==> src/rtl/ex_mem_stage_buf.sv <==
// ---------------------------------------------------------------------------
// ex_mem_stage_buf
//
// EX/MEM pipeline register built as a 2-entry skid buffer with a
// valid/ready handshake on both sides and a synchronous flush for branch
// mispredicts. Every output comes straight from a flop, so there is no
// combinational path from any input to any output. In particular, in_ready
// is registered, so MEM backpressure never reaches EX combinationally.
//
// Ports
//   clk, reset        rising-edge clock, synchronous active-low reset
//   flush             drop buffered entries and any input offered this cycle
//   in_valid/in_ready EX-side handshake (in_ready is registered)
//   in_*              entry payload: ctrl, result, store data, branch target,
//                     zero flag, destination register
//   out_valid/out_ready MEM-side handshake
//   out_*             head entry payload
//   occupancy         number of entries held (0..2)
//
// Optional feature: define EX_MEM_STATS_EN to add the saturating counters
//   stall_cnt (cycles with out_valid & !out_ready) and
//   flush_cnt (cycles with flush asserted).
// ---------------------------------------------------------------------------
module ex_mem_stage_buf #(
    parameter int DATA_W = 64,
    parameter int REG_W  = 5,
    parameter int CTRL_W = 8,
    parameter int CNT_W  = 16
) (
    input  logic              clk,
    input  logic              reset,
    input  logic              flush,
    input  logic              in_valid,
    output logic              in_ready,
    input  logic [CTRL_W-1:0] in_ctrl,
    input  logic [DATA_W-1:0] in_result,
    input  logic [DATA_W-1:0] in_store_data,
    input  logic [DATA_W-1:0] in_branch_tgt,
    input  logic              in_zero,
    input  logic [REG_W-1:0]  in_rd,
    output logic              out_valid,
    input  logic              out_ready,
    output logic [CTRL_W-1:0] out_ctrl,
    output logic [DATA_W-1:0] out_result,
    output logic [DATA_W-1:0] out_store_data,
    output logic [DATA_W-1:0] out_branch_tgt,
    output logic              out_zero,
    output logic [REG_W-1:0]  out_rd,
    output logic [1:0]        occupancy
`ifdef EX_MEM_STATS_EN
    ,
    output logic [CNT_W-1:0]  stall_cnt,
    output logic [CNT_W-1:0]  flush_cnt
`endif
);

    // State encoding equals the entry count, so occupancy is the state flop.
    localparam logic [1:0] EMPTY = 2'd0;
    localparam logic [1:0] ONE   = 2'd1;
    localparam logic [1:0] TWO   = 2'd2;

    localparam int PAY_W = CTRL_W + 3 * DATA_W + 1 + REG_W;

    logic [1:0]       state_q, state_d;
    logic [PAY_W-1:0] head_q, head_d;
    logic [PAY_W-1:0] skid_q, skid_d;
    logic             in_ready_q, in_ready_d;
    logic [PAY_W-1:0] in_pay;
    logic             accept;
    logic             emit;

    assign in_pay = {in_ctrl, in_result, in_store_data, in_branch_tgt, in_zero, in_rd};
    assign accept = in_valid & in_ready_q;
    assign emit   = out_valid & out_ready;

    always_comb begin
        state_d = state_q;
        head_d  = head_q;
        skid_d  = skid_q;
        if (flush) begin
            // An emit this cycle has already completed from MEM's side; the
            // offered input is simply not taken.
            state_d = EMPTY;
            head_d  = '0;
            skid_d  = '0;
        end else begin
            case (state_q)
                EMPTY: begin
                    if (accept) begin
                        head_d  = in_pay;
                        state_d = ONE;
                    end
                end
                ONE: begin
                    case ({accept, emit})
                        2'b11: head_d = in_pay;
                        2'b10: begin
                            skid_d  = in_pay;
                            state_d = TWO;
                        end
                        2'b01: state_d = EMPTY;
                        default: ;
                    endcase
                end
                TWO: begin
                    // in_ready is low here, so only the emit matters.
                    if (emit) begin
                        head_d  = skid_q;
                        state_d = ONE;
                    end
                end
                default: state_d = EMPTY;
            endcase
        end
        // Ready is a function of the next state, so it is valid from the
        // cycle the state is entered without any input-to-output path.
        in_ready_d = (state_d != TWO);
    end

    always_ff @(posedge clk) begin
        if (!reset) begin
            state_q    <= EMPTY;
            head_q     <= '0;
            skid_q     <= '0;
            in_ready_q <= 1'b0;
        end else begin
            state_q    <= state_d;
            head_q     <= head_d;
            skid_q     <= skid_d;
            in_ready_q <= in_ready_d;
        end
    end

    assign in_ready  = in_ready_q;
    assign out_valid = (state_q != EMPTY);
    assign occupancy = state_q;
    assign {out_ctrl, out_result, out_store_data, out_branch_tgt, out_zero, out_rd} = head_q;

`ifdef EX_MEM_STATS_EN
    localparam logic [CNT_W-1:0] CNT_ONE = {{(CNT_W-1){1'b0}}, 1'b1};

    logic [CNT_W-1:0] stall_cnt_q, stall_cnt_d;
    logic [CNT_W-1:0] flush_cnt_q, flush_cnt_d;

    // Both counters stick at all-ones instead of wrapping.
    always_comb begin
        stall_cnt_d = stall_cnt_q;
        flush_cnt_d = flush_cnt_q;
        if (out_valid && !out_ready && !(&stall_cnt_q))
            stall_cnt_d = stall_cnt_q + CNT_ONE;
        if (flush && !(&flush_cnt_q))
            flush_cnt_d = flush_cnt_q + CNT_ONE;
    end

    always_ff @(posedge clk) begin
        if (!reset) begin
            stall_cnt_q <= '0;
            flush_cnt_q <= '0;
        end else begin
            stall_cnt_q <= stall_cnt_d;
            flush_cnt_q <= flush_cnt_d;
        end
    end

    assign stall_cnt = stall_cnt_q;
    assign flush_cnt = flush_cnt_q;
`endif

endmodule

==> config.mk <==
export PLATFORM = sky130hd
export DESIGN_NAME = ex_mem_stage_buf
export DESIGN_NICKNAME = d
export VERILOG_FILES = /design/src/rtl/ex_mem_stage_buf.sv
export SDC_FILE = /design/constraint.sdc
export NUM_CORES = 1
export LEC_CHECK = 0
export ABC_AREA = 1
export BUFFER_PORTS_ARGS = -buffer_cell sky130_fd_sc_hd__buf_2
export CORE_MARGIN = 2
export CORE_UTILIZATION = 58
export DETAILED_ROUTE_END_ITERATION = 8
export HOLD_SLACK_MARGIN = 0.05
export PLACE_DENSITY_LB_ADDON = 0.25
export SLEW_MARGIN = 5
export SYNTH_ARGS = -nofsm -noshare
export SYNTH_HDL_FRONTEND = slang
export SYNTH_SLANG_ARGS = --single-unit
==> constraint.sdc <==
create_clock -name clk -period 3.5 [get_ports clk]
set_clock_uncertainty 0.2 [all_clocks]
set_input_delay 0.7 -clock clk [delete_from_list [all_inputs] [get_ports clk]]
set_output_delay 0.7 -clock clk [all_outputs]
set_load 0.1 [all_outputs]
Word level (Yosys, flattened, before mapping)
Cells that the tools add are included.
Widths: inputs -> output; s select.
{"block": "op_classes", "addsub": 0, "multipliers": 0, "div_mod_pow": 0, "order_cmp": 0, "n_eq_ne": 9, "shift": 0, "mux": 9, "n_bitwise": 3, "n_reduce_logical": 6}
{"cell": "$mux 206", "n": 3}
{"cell": "$pmux 206 s3", "n": 1}
{"cell": "$eq 2x2->1 const B", "n": 3}
{"cell": "$mux 2", "n": 3}
{"cell": "$ne 2x2->1 const B", "n": 3}
{"cell": "$pmux 2 s3", "n": 1}
{"cell": "$eq 2x1->1 const B", "n": 2}
{"cell": "$pmux 2 s2", "n": 1}
{"cell": "$reduce_and 4->1", "n": 1}
{"cell": "$reduce_bool 3->1", "n": 1}
{"cell": "$and 1x1->1", "n": 2}
{"cell": "$logic_not 2->1", "n": 1}
{"cell": "$ne 2x1->1 const B", "n": 1}
{"cell": "$reduce_and 2->1", "n": 1}
{"cell": "$reduce_bool 2->1", "n": 1}
{"cell": "$reduce_or 2->1", "n": 1}
{"cell": "$not 1->1", "n": 1}
{"block": "totals", "ff_bits": 415, "latch_bits": 0, "ramBits": 0, "mem_bits_ro": 0, "out_inout_bits": 210, "word_cells": 31, "n_memories": 0}

Longest topological paths before layout
Gate-level depths: netlist of the first run.
{"block": "logic_depth", "word_depth": 7, "mapped_depth": 11, "ltp_nobuf": 9}

Worst setup path after synthesis of the first run
No wires, ideal clock.
{"block": "synth_timing", "kind": "register to output", "startpoint": "register state_q[0], in the netlist occupancy[0]", "endpoint": "output port out_valid", "t_arrival_ns": 1.856, "required_time_ns": 2.600, "path_slack_ns": 0.744, "stages_incl_launch_ff": 3, "path_buffers": 0, "cell_sequence": "dfxtp_1 > nor2_1 > inv_1"}
{"block": "synth_via", "elab_chain_cells": 1}
{"item": "from (decl)", "line": "64", "text": "logic [1:0] state_q, state_d;"}
{"item": "from (signal assigned)", "line": "127", "text": "state_q <= state_d;"}
{"item": "$reduce_bool 2->1", "line": "135", "text": "assign out_valid = (state_q != EMPTY);"}
{"item": "to (decl)", "line": "41", "text": "output logic out_valid,"}
No other way between the ends.

Final worst setup path of the first run
{"block": "layout_timing", "startpoint": "register state_q[1], in the netlist occupancy[1]", "endpoint": "register head_q[82]"}
{"block": "layout_via", "elab_chain_cells": 5}
{"item": "$reduce_bool 2->1", "line": "135"}
{"item": "$and 1x1->1", "line": "74", "text": "assign emit = out_valid & out_ready;"}
{"item": "$eq 2x2->1", "line": "95", "text": "case ({accept, emit})"}
{"item": "$ne 2x1->1 (no line)"}
{"item": "$reduce_and 4->1 (no line)"}
{"item": "to (signal assigned)", "line": "123", "text": "head_q <= '0;"}
{"item": "to (signal assigned)", "line": "128", "text": "head_q <= head_d;"}
{"item": "to (decl)", "line": "65", "text": "logic [PAY_W-1:0] head_q, head_d;"}
Several ways; a longest one is shown, not always the timed one.
A chain may end at the register's enable or synchronous reset.

==> impl_metrics.tcl, run 1 <==
set metrics [dict create \
    final-seq-area_mm2 0.00831 \
    async_flop_share 0 \
    relSlewSlack 0.505 \
    p_per_area_mw_per_mm2 522 \
    core_area_mm2 0.0303 \
    max_freq_ghz 0.380 \
    ys_top_cells_by_count "622 x nand2_1, 421 x inv_1, 415 x dfxtp_1, 415 x nor2_1, 415 x o21ai_0" \
    nNetsFinal 3214 \
    drc_errors 0 \
    critPathCaptureType "flop" \
    slew_violations 0 \
    cts_tree "yes" \
    place_congestion 0.809 \
    combPwrFrac 0.152 \
    synth_cells 2685 \
    synth_edf_count 0 \
    yosysMostFrequentCell "nand2_1" \
    syn_to_final_growth_pct 21.0 \
    startpoint_type "flop" \
    synth_top_area_share 0.467 \
    cts_resized 0 \
    die_area_mm2 0.0321 \
    arrival_ns 2.88 \
    grt_pass1_vias 15600 \
    fin_crit_sh 0.751 \
    io_pins 421 \
    drtIter0Drc 1371 \
    post_cts_buffers 0 \
    avgViaCountPerCell 4.99 \
    grt_usage 0.272 \
    yosys_warnings 0 \
    fin_tns_setup_ns 0 \
    worst_ir_drop_vdd_mv 0.421 \
    clkPwrFrac 0.412 \
    grt_start_max_net_pins 128 \
    grt_pass1_wl_mm 72.2 \
    grt_setup_unrepaired "no" \
    synth.top_cells.by_area "dfxtp_1 47%, nand2_1 13%, o21ai_0 12%, inv_1 8.9%, nor2_1 8.8%" \
    hold_buffers 0 \
    grt_remaining_overflow 0 \
    via_count 17200 \
    die_x_um 179 \
    fin_util 0.709 \
    crit_fanout 110 \
    setup_viol 0 \
    p_leak_nw 10.4 \
    routedWlPerCell_um 13.3 \
    ant_nets 0 \
    numCtsBuffers 43 \
    synth-main-ff-cell "dfxtp_1" \
    cts_buffer_depth 3 \
    wirelength_mm 45.8 \
    hold_viol 0 \
    clk_pin_slew_ns 0.06 \
    internal_power_w 0.00802 \
    dpl.hpwl_mm 29.9 \
    die_h_um 179 \
    portBuffers 420 \
    yosysUniqueCellTypes 16 \
    antenna_found_initial 16 \
    tightestPinTransition_ns 0.742 \
    sw_frac_of_total 0.287 \
    drv_cap 0 \
    htree_num_levels 2 \
    cts.sinks 415 \
    netlist_area_mm2 0.0178 \
    post_synth.cell_area_avg_um2 6.62 \
    status "completed" \
    worstPathRequired_ns 3.75 \
    rows 64 \
    drive_gt1_frac 0.172 \
    ys_seq_elements 415 \
    start_util 0.586 \
    pwr-share-seq 0.436 \
    clk_latency_ns 0.52 \
    nFillCells 2520 \
    dr.pass1.iters 7 \
    final.min_clock_period_ns 2.63 \
    syn_nets 2898 \
    yosys.area.top_type "dfxtp_1" \
    min-delay-path-class "flop to flop" \
    root_buffer "clkbuf_16" \
    p_sw_w 0.00322 \
    seq_area_frac_synth 0.467 \
    multiInputGateArea_mm2 0.00712 \
    worst-setup-path-type "flop to flop" \
]
==> final timing paths <==
kind	start	to	slack, ns	depth (start not counted)
worst min register to register	skid_q[192]	skid_q[192]	0.24	2
worst min-delay path	skid_q[192]	skid_q[192]	0.24	2
worst max register to register	occupancy[1]	head_q[82]	0.87	10
worst max-delay path	occupancy[1]	head_q[82]	0.87	10
==> placed cells by master (no fill, tap or decap), drive strengths merged <==
cell / netlist / routed
o21ai: 415 / 415
clkinv: 0 / 6
nand3: 5 / 5
ha: 2 / 2
dfxtp: 415 / 415
a31oi: 1 / 1
a21oi: 207 / 207
bufinv: 0 / 3
nor2: 416 / 416
nand2: 623 / 623
inv: 421 / 422
clkbuf: 93 / 65
diode: 0 / 13
buf: 87 / 451
==> kinds of logic (layout without fill, tap and decap cells) <==
family	Yosys count	in the layout	synth area share
and+or+nand+nor	1044	1044	0.222
AOI/OAI and AO/OA	623	623	0.175
other	0	13	0
DFF	415	415	0.467
adders and majority gates	2	2	0.00141
buffers and inverters	601	947	0.134
==> power by group through the flow <==
stage / combinational [W] / clock [W] / sequential [W]
after floorplan: 0.000581 / 0 / 0.00573
after global placement: 0.00166 / 0 / 0.00501
after detailed placement: 0.00169 / 0 / 0.00501
after CTS: 0.00170 / 0.00471 / 0.00491
after global routing: 0.00185 / 0.00490 / 0.00492
final: 0.00171 / 0.00463 / 0.00491
==> layer usage <==
layer / routed length, µm / part of all wire / global-route usage / up-vias
li1: - / - / - / 8793
met1: 18500 / 0.40 / 0.329 / 7682
met2: 21600 / 0.47 / 0.454 / 555
met3: 3980 / 0.087 / 0.0693 / 113
met4: 1620 / 0.035 / 0.120 / 12
met5: 73 / 0.0016 / 0 / -
==> state kept, by name (all words and copies together), names as in the netlist <==
register   count
head_q       206
in_ready       1
skid_q       206
occupancy      2
==> final cells by class <==
class                   count  share of cell area
repair buffers            451               0.118
clock buffers              65              0.0609
clock inverters            10             0.00599
flip-flops and latches    415               0.386
well taps                 396              0.0230
inverters                 421              0.0734
diodes                     13             0.00151
multi-input cells        1669               0.331
==> worst max-delay path, cell delays in order (launching register included) <==
cell     delay, ns
dfxtp_1       0.55
nor2_1        0.15
nor2_1        0.15
ha_1          0.16
inv_1         0.04
o21ai_0       0.31
nand3_4       0.30
buf_12        0.30
nand2_1       0.13
nand2_1       0.06
nor2_1        0.11
==> metrics by stage <==
step	power (W)	setup WS [ns]	instances	instance area, µm²	hold WS [ns]
floorplan	0.00632	0.744	2685	17800	0.224
global placement	0.00667	0.872	3352	20000	0.231
detailed placement	0.00670	0.841	3352	20000	0.236
CTS	0.0113	0.858	3427	21500	0.245
global route	0.0117	0.715	3434	21500	0.259
finish	0.0112	0.871	3440	21500	0.242
Power figures use the tool's default switching activity.
==> run 2, diff against run 1 <==
--- a/config.mk
+++ b/config.mk
@@ -5,10 +5,10 @@
 export SDC_FILE = /design/constraint.sdc
 export NUM_CORES = 1
 export LEC_CHECK = 0
-export ABC_AREA = 1
+export ABC_AREA = 0
 export BUFFER_PORTS_ARGS = -buffer_cell sky130_fd_sc_hd__buf_2
 export CORE_MARGIN = 2
-export CORE_UTILIZATION = 58
+export CORE_UTILIZATION = 54
 export DETAILED_ROUTE_END_ITERATION = 8
 export HOLD_SLACK_MARGIN = 0.05
 export PLACE_DENSITY_LB_ADDON = 0.25
==> constraint.sdc (replaced) <==
create_clock -name clk -period 2.45 [get_ports clk]
set_clock_uncertainty 0.2 [all_clocks]
set_input_delay 0.49 -clock clk [delete_from_list [all_inputs] [get_ports clk]]
set_output_delay 0.49 -clock clk [all_outputs]
set_load 0.1 [all_outputs]
==> run 2 against run 1 <==
  * Sequential power up 42%
  * Final cell count down 18%
  * Sequential cell count unchanged
  * Clock power up 42%
  * Highest routed layer is now met4
  * Design area up 10%
  * Global-route usage up 3.9 points
  * Combinational power up 43%
  * Synthesized area down 1.6%
==> impl_metrics.tcl, run 2 <==
set metrics [dict create \
    status "completed" \
    critPathCaptureType "flop" \
    final.min_clock_period_ns 2.44 \
    die_area_mm2 0.0339 \
    combPwrFrac 0.153 \
    post_synth.cell_area_avg_um2 9.32 \
    power.total_w 0.0160 \
    synth_top_area_share 0.475 \
    wirelength_mm 55.8 \
    grt_start_max_net_pins 207 \
    min-delay-path-class "primary input to flop" \
    synth_cells 1878 \
    hold_viol 0 \
    clkPwrFrac 0.412 \
    cts_buffer_depth 3 \
    setup_viol 0 \
    routedWlPerCell_um 19.7 \
    rows 65 \
    sw_frac_of_total 0.276 \
    rr_endpoint "head_q[150]" \
    p_sw_w 0.00441 \
    htree_num_levels 2 \
    max_freq_ghz 0.410 \
    synth_edf_count 0 \
    syn_nets 2091 \
    worstPathRequired_ns 2.64 \
    r2r_setup_slack_ns 0.01 \
    worstHoldStart "in_store_data[11]" \
    nNetsFinal 2615 \
    place_area_mm2 0.0201 \
    root_buffer "clkbuf_16" \
    nFillCells 2131 \
    cpMaxStageDelayCell "nor4_1" \
    worst_ir_drop_vdd_mv 0.627 \
    numCtsBuffers 44 \
    r2r-start "occupancy[1]" \
    final_area_mm2 0.0237 \
    syn_to_final_growth_pct 35.3 \
    grt_remaining_overflow 0 \
    fin_hold_ws_ns 0.101 \
    arrival_ns 2.62 \
    place_congestion 0.843 \
    critical_path.cell_chain "or2_4 -> nand2_2 -> inv_1 -> ha_2 -> and3b_4 -> buf_16 -> nor4_1 -> a211oi_2" \
    antenna_found_initial 2 \
    clk_latency_ns 0.52 \
    dr.pass1.iters 5 \
    die_h_um 184 \
    ys_top_cells_by_count "415 x dfxtp_1, 413 x nand2_1, 206 x a21oi_1, 206 x mux2i_1, 206 x nor4_1" \
    p_leak_nw 10.4 \
    cts_tree "yes" \
    fin_crit_sh 0.996 \
    tightestPinTransition_ns 0.605 \
    portBuffers 420 \
    clk_pin_slew_ns 0.06 \
    startpoint_type "flop" \
    drtIter0Drc 1319 \
    synth.top_cells.by_area "dfxtp_1 47%, mux2i_1 12%, a211oi_2 10%, nand2_1 8.9%, nor4_1 7.4%" \
    slew_violations 0 \
    layout_common_cells "420 x buf_2, 412 x nand2_1, 412 x dfxtp_1" \
    drc_errors 0 \
    drive_gt1_frac 0.288 \
    holdPathEnd "skid_q[81]" \
    via_count 17000 \
    synth-main-ff-cell "dfxtp_1" \
    final_common_cell "buf_2" \
    internal_power_w 0.0116 \
    grt_pass1_vias 17100 \
    core_area_mm2 0.0317 \
    io_pins 421 \
    slowest_delay_ns 0.56 \
    relSlewSlack 0.597 \
    grt_pass1_wl_mm 86.8 \
    yosysUniqueCellTypes 25 \
    critical_path.top_delay_family "simple AND/OR/NAND/NOR gates" \
    ant_nets 0 \
    yosys.area.top_type "dfxtp_1" \
    die_x_um 184 \
    reg2regPathDepth 8 \
    p_per_area_mw_per_mm2 675 \
    multiInputGateArea_mm2 0.00837 \
    grt_usage 0.310 \
    crit_buf_inv 2 \
    worst-setup-path-type "flop to flop" \
    cts.sinks 415 \
    yosysMostFrequentCell "dfxtp_1" \
    pwr-share-seq 0.435 \
    seq_area_frac_synth 0.475 \
    ys_seq_elements 415 \
    final-seq-area_mm2 0.00832 \
    netlist_area_mm2 0.0175 \
    drv_cap 0 \
    min_path_cells 3 \
    async_flop_share 0 \
    avgViaCountPerCell 5.99 \
    yosys_warnings 0 \
    crit_fanout 103 \
    start_util 0.552 \
    grt_setup_unrepaired "yes" \
    fin_util 0.747 \
    dpl.hpwl_mm 31.4 \
]
## run 2: cell count changes after synthesis, moves of 60 or more
cell      previous run  this run
nor2_1             415         2
inv_1              421         2
nand2_1            622       413
clkbuf_1            93       174
mux2i_1              0       206
buf_2               69         9
o21ai_0            415         0
a211oi_2             0       140
nor4_1               0       206
a211oi_1             0        66
## run 2: worst max-delay path by stage
stage | from | endpoint | slack [ns] | cells past startpoint
3_3_place_gp | in_valid | head_q[68] | -0.08 | 7
2_1_floorplan | occupancy[1] | head_q[133] | -0.19 | 10
6_report | occupancy[1] | head_q[150] | 0.01 | 8
5_1_grt | occupancy[1] | head_q[89] | -0.007 | 8
4_1_cts | occupancy[1] | head_q[187] | 0.02 | 8
3_5_place_dp | in_valid | head_q[182] | -0.15 | 7
## run 2: logic make-up (layout without fill, tap and decap cells)
logic type,count (synthesis),after routing,synth area share
buffers and inverters,209,761,0.0500
flip-flops,415,415,0.475
adder cells (fa/ha/maj),2,2,0.00143
other,0,2,0
AO/OA/AOI/OAI,415,415,0.189
AND/OR/NAND/NOR,631,631,0.167
multiplexers,206,206,0.118
## run 2: cell type report
class	count	share of cell area
Antenna cell	2	0.000211
Tap cell	402	0.0212
Multi-Input combinational cell	1254	0.354
Clock buffer	61	0.0539
Inverter	2	0.000317
Sequential cell	415	0.351
Clock inverter	13	0.00624
Timing Repair Buffer	685	0.213
## run 2: timing repair
item / in CTS / in global routing
endpoints found under the hold margin: 206 / 0
gates resized for setup: 0 / 3
buffers inserted: 0 / 1
endpoints found under the setup margin: 0 / 199
hold buffers: 207 / 0
## run 2: routing by layer
| metal | GRT usage | vias to the layer above | wire length (µm) |
|---|---|---|---|
| li1 | - | 7839 | - |
| met1 | 0.371 | 8093 | 21900 |
| met2 | 0.516 | 839 | 26600 |
| met3 | 0.0715 | 198 | 4540 |
| met4 | 0.171 | 0 | 2770 |
| met5 | 0 | - | 0 |
## run 2: worst min-delay path: stages
cell and delay (ns):
buf_2 0.14, nand2_1 0.07, a21oi_1 0.06
## run 2: power by group through the flow
stage,combinational (W),clock (W),sequential (W)
after floorplan,0.000757,0,0.00795
after global placement,0.00210,0,0.00709
after detailed placement,0.00213,0,0.00710
after CTS,0.00240,0.00666,0.00695
after global routing,0.00255,0.00692,0.00696
final,0.00244,0.00659,0.00696
## run 2: through the flow
step	cells	setup TNS [ns]	setup WS (ns)
2_1_floorplan	1878	-32.25	-0.192
3_3_place_gp	2549	-11.04	-0.0802
3_5_place_dp	2549	-16.17	-0.146
4_1_cts	2830	0	0.0161
5_1_grt	2834	-0.00796	-0.00746
6_report	2834	0	0.0102
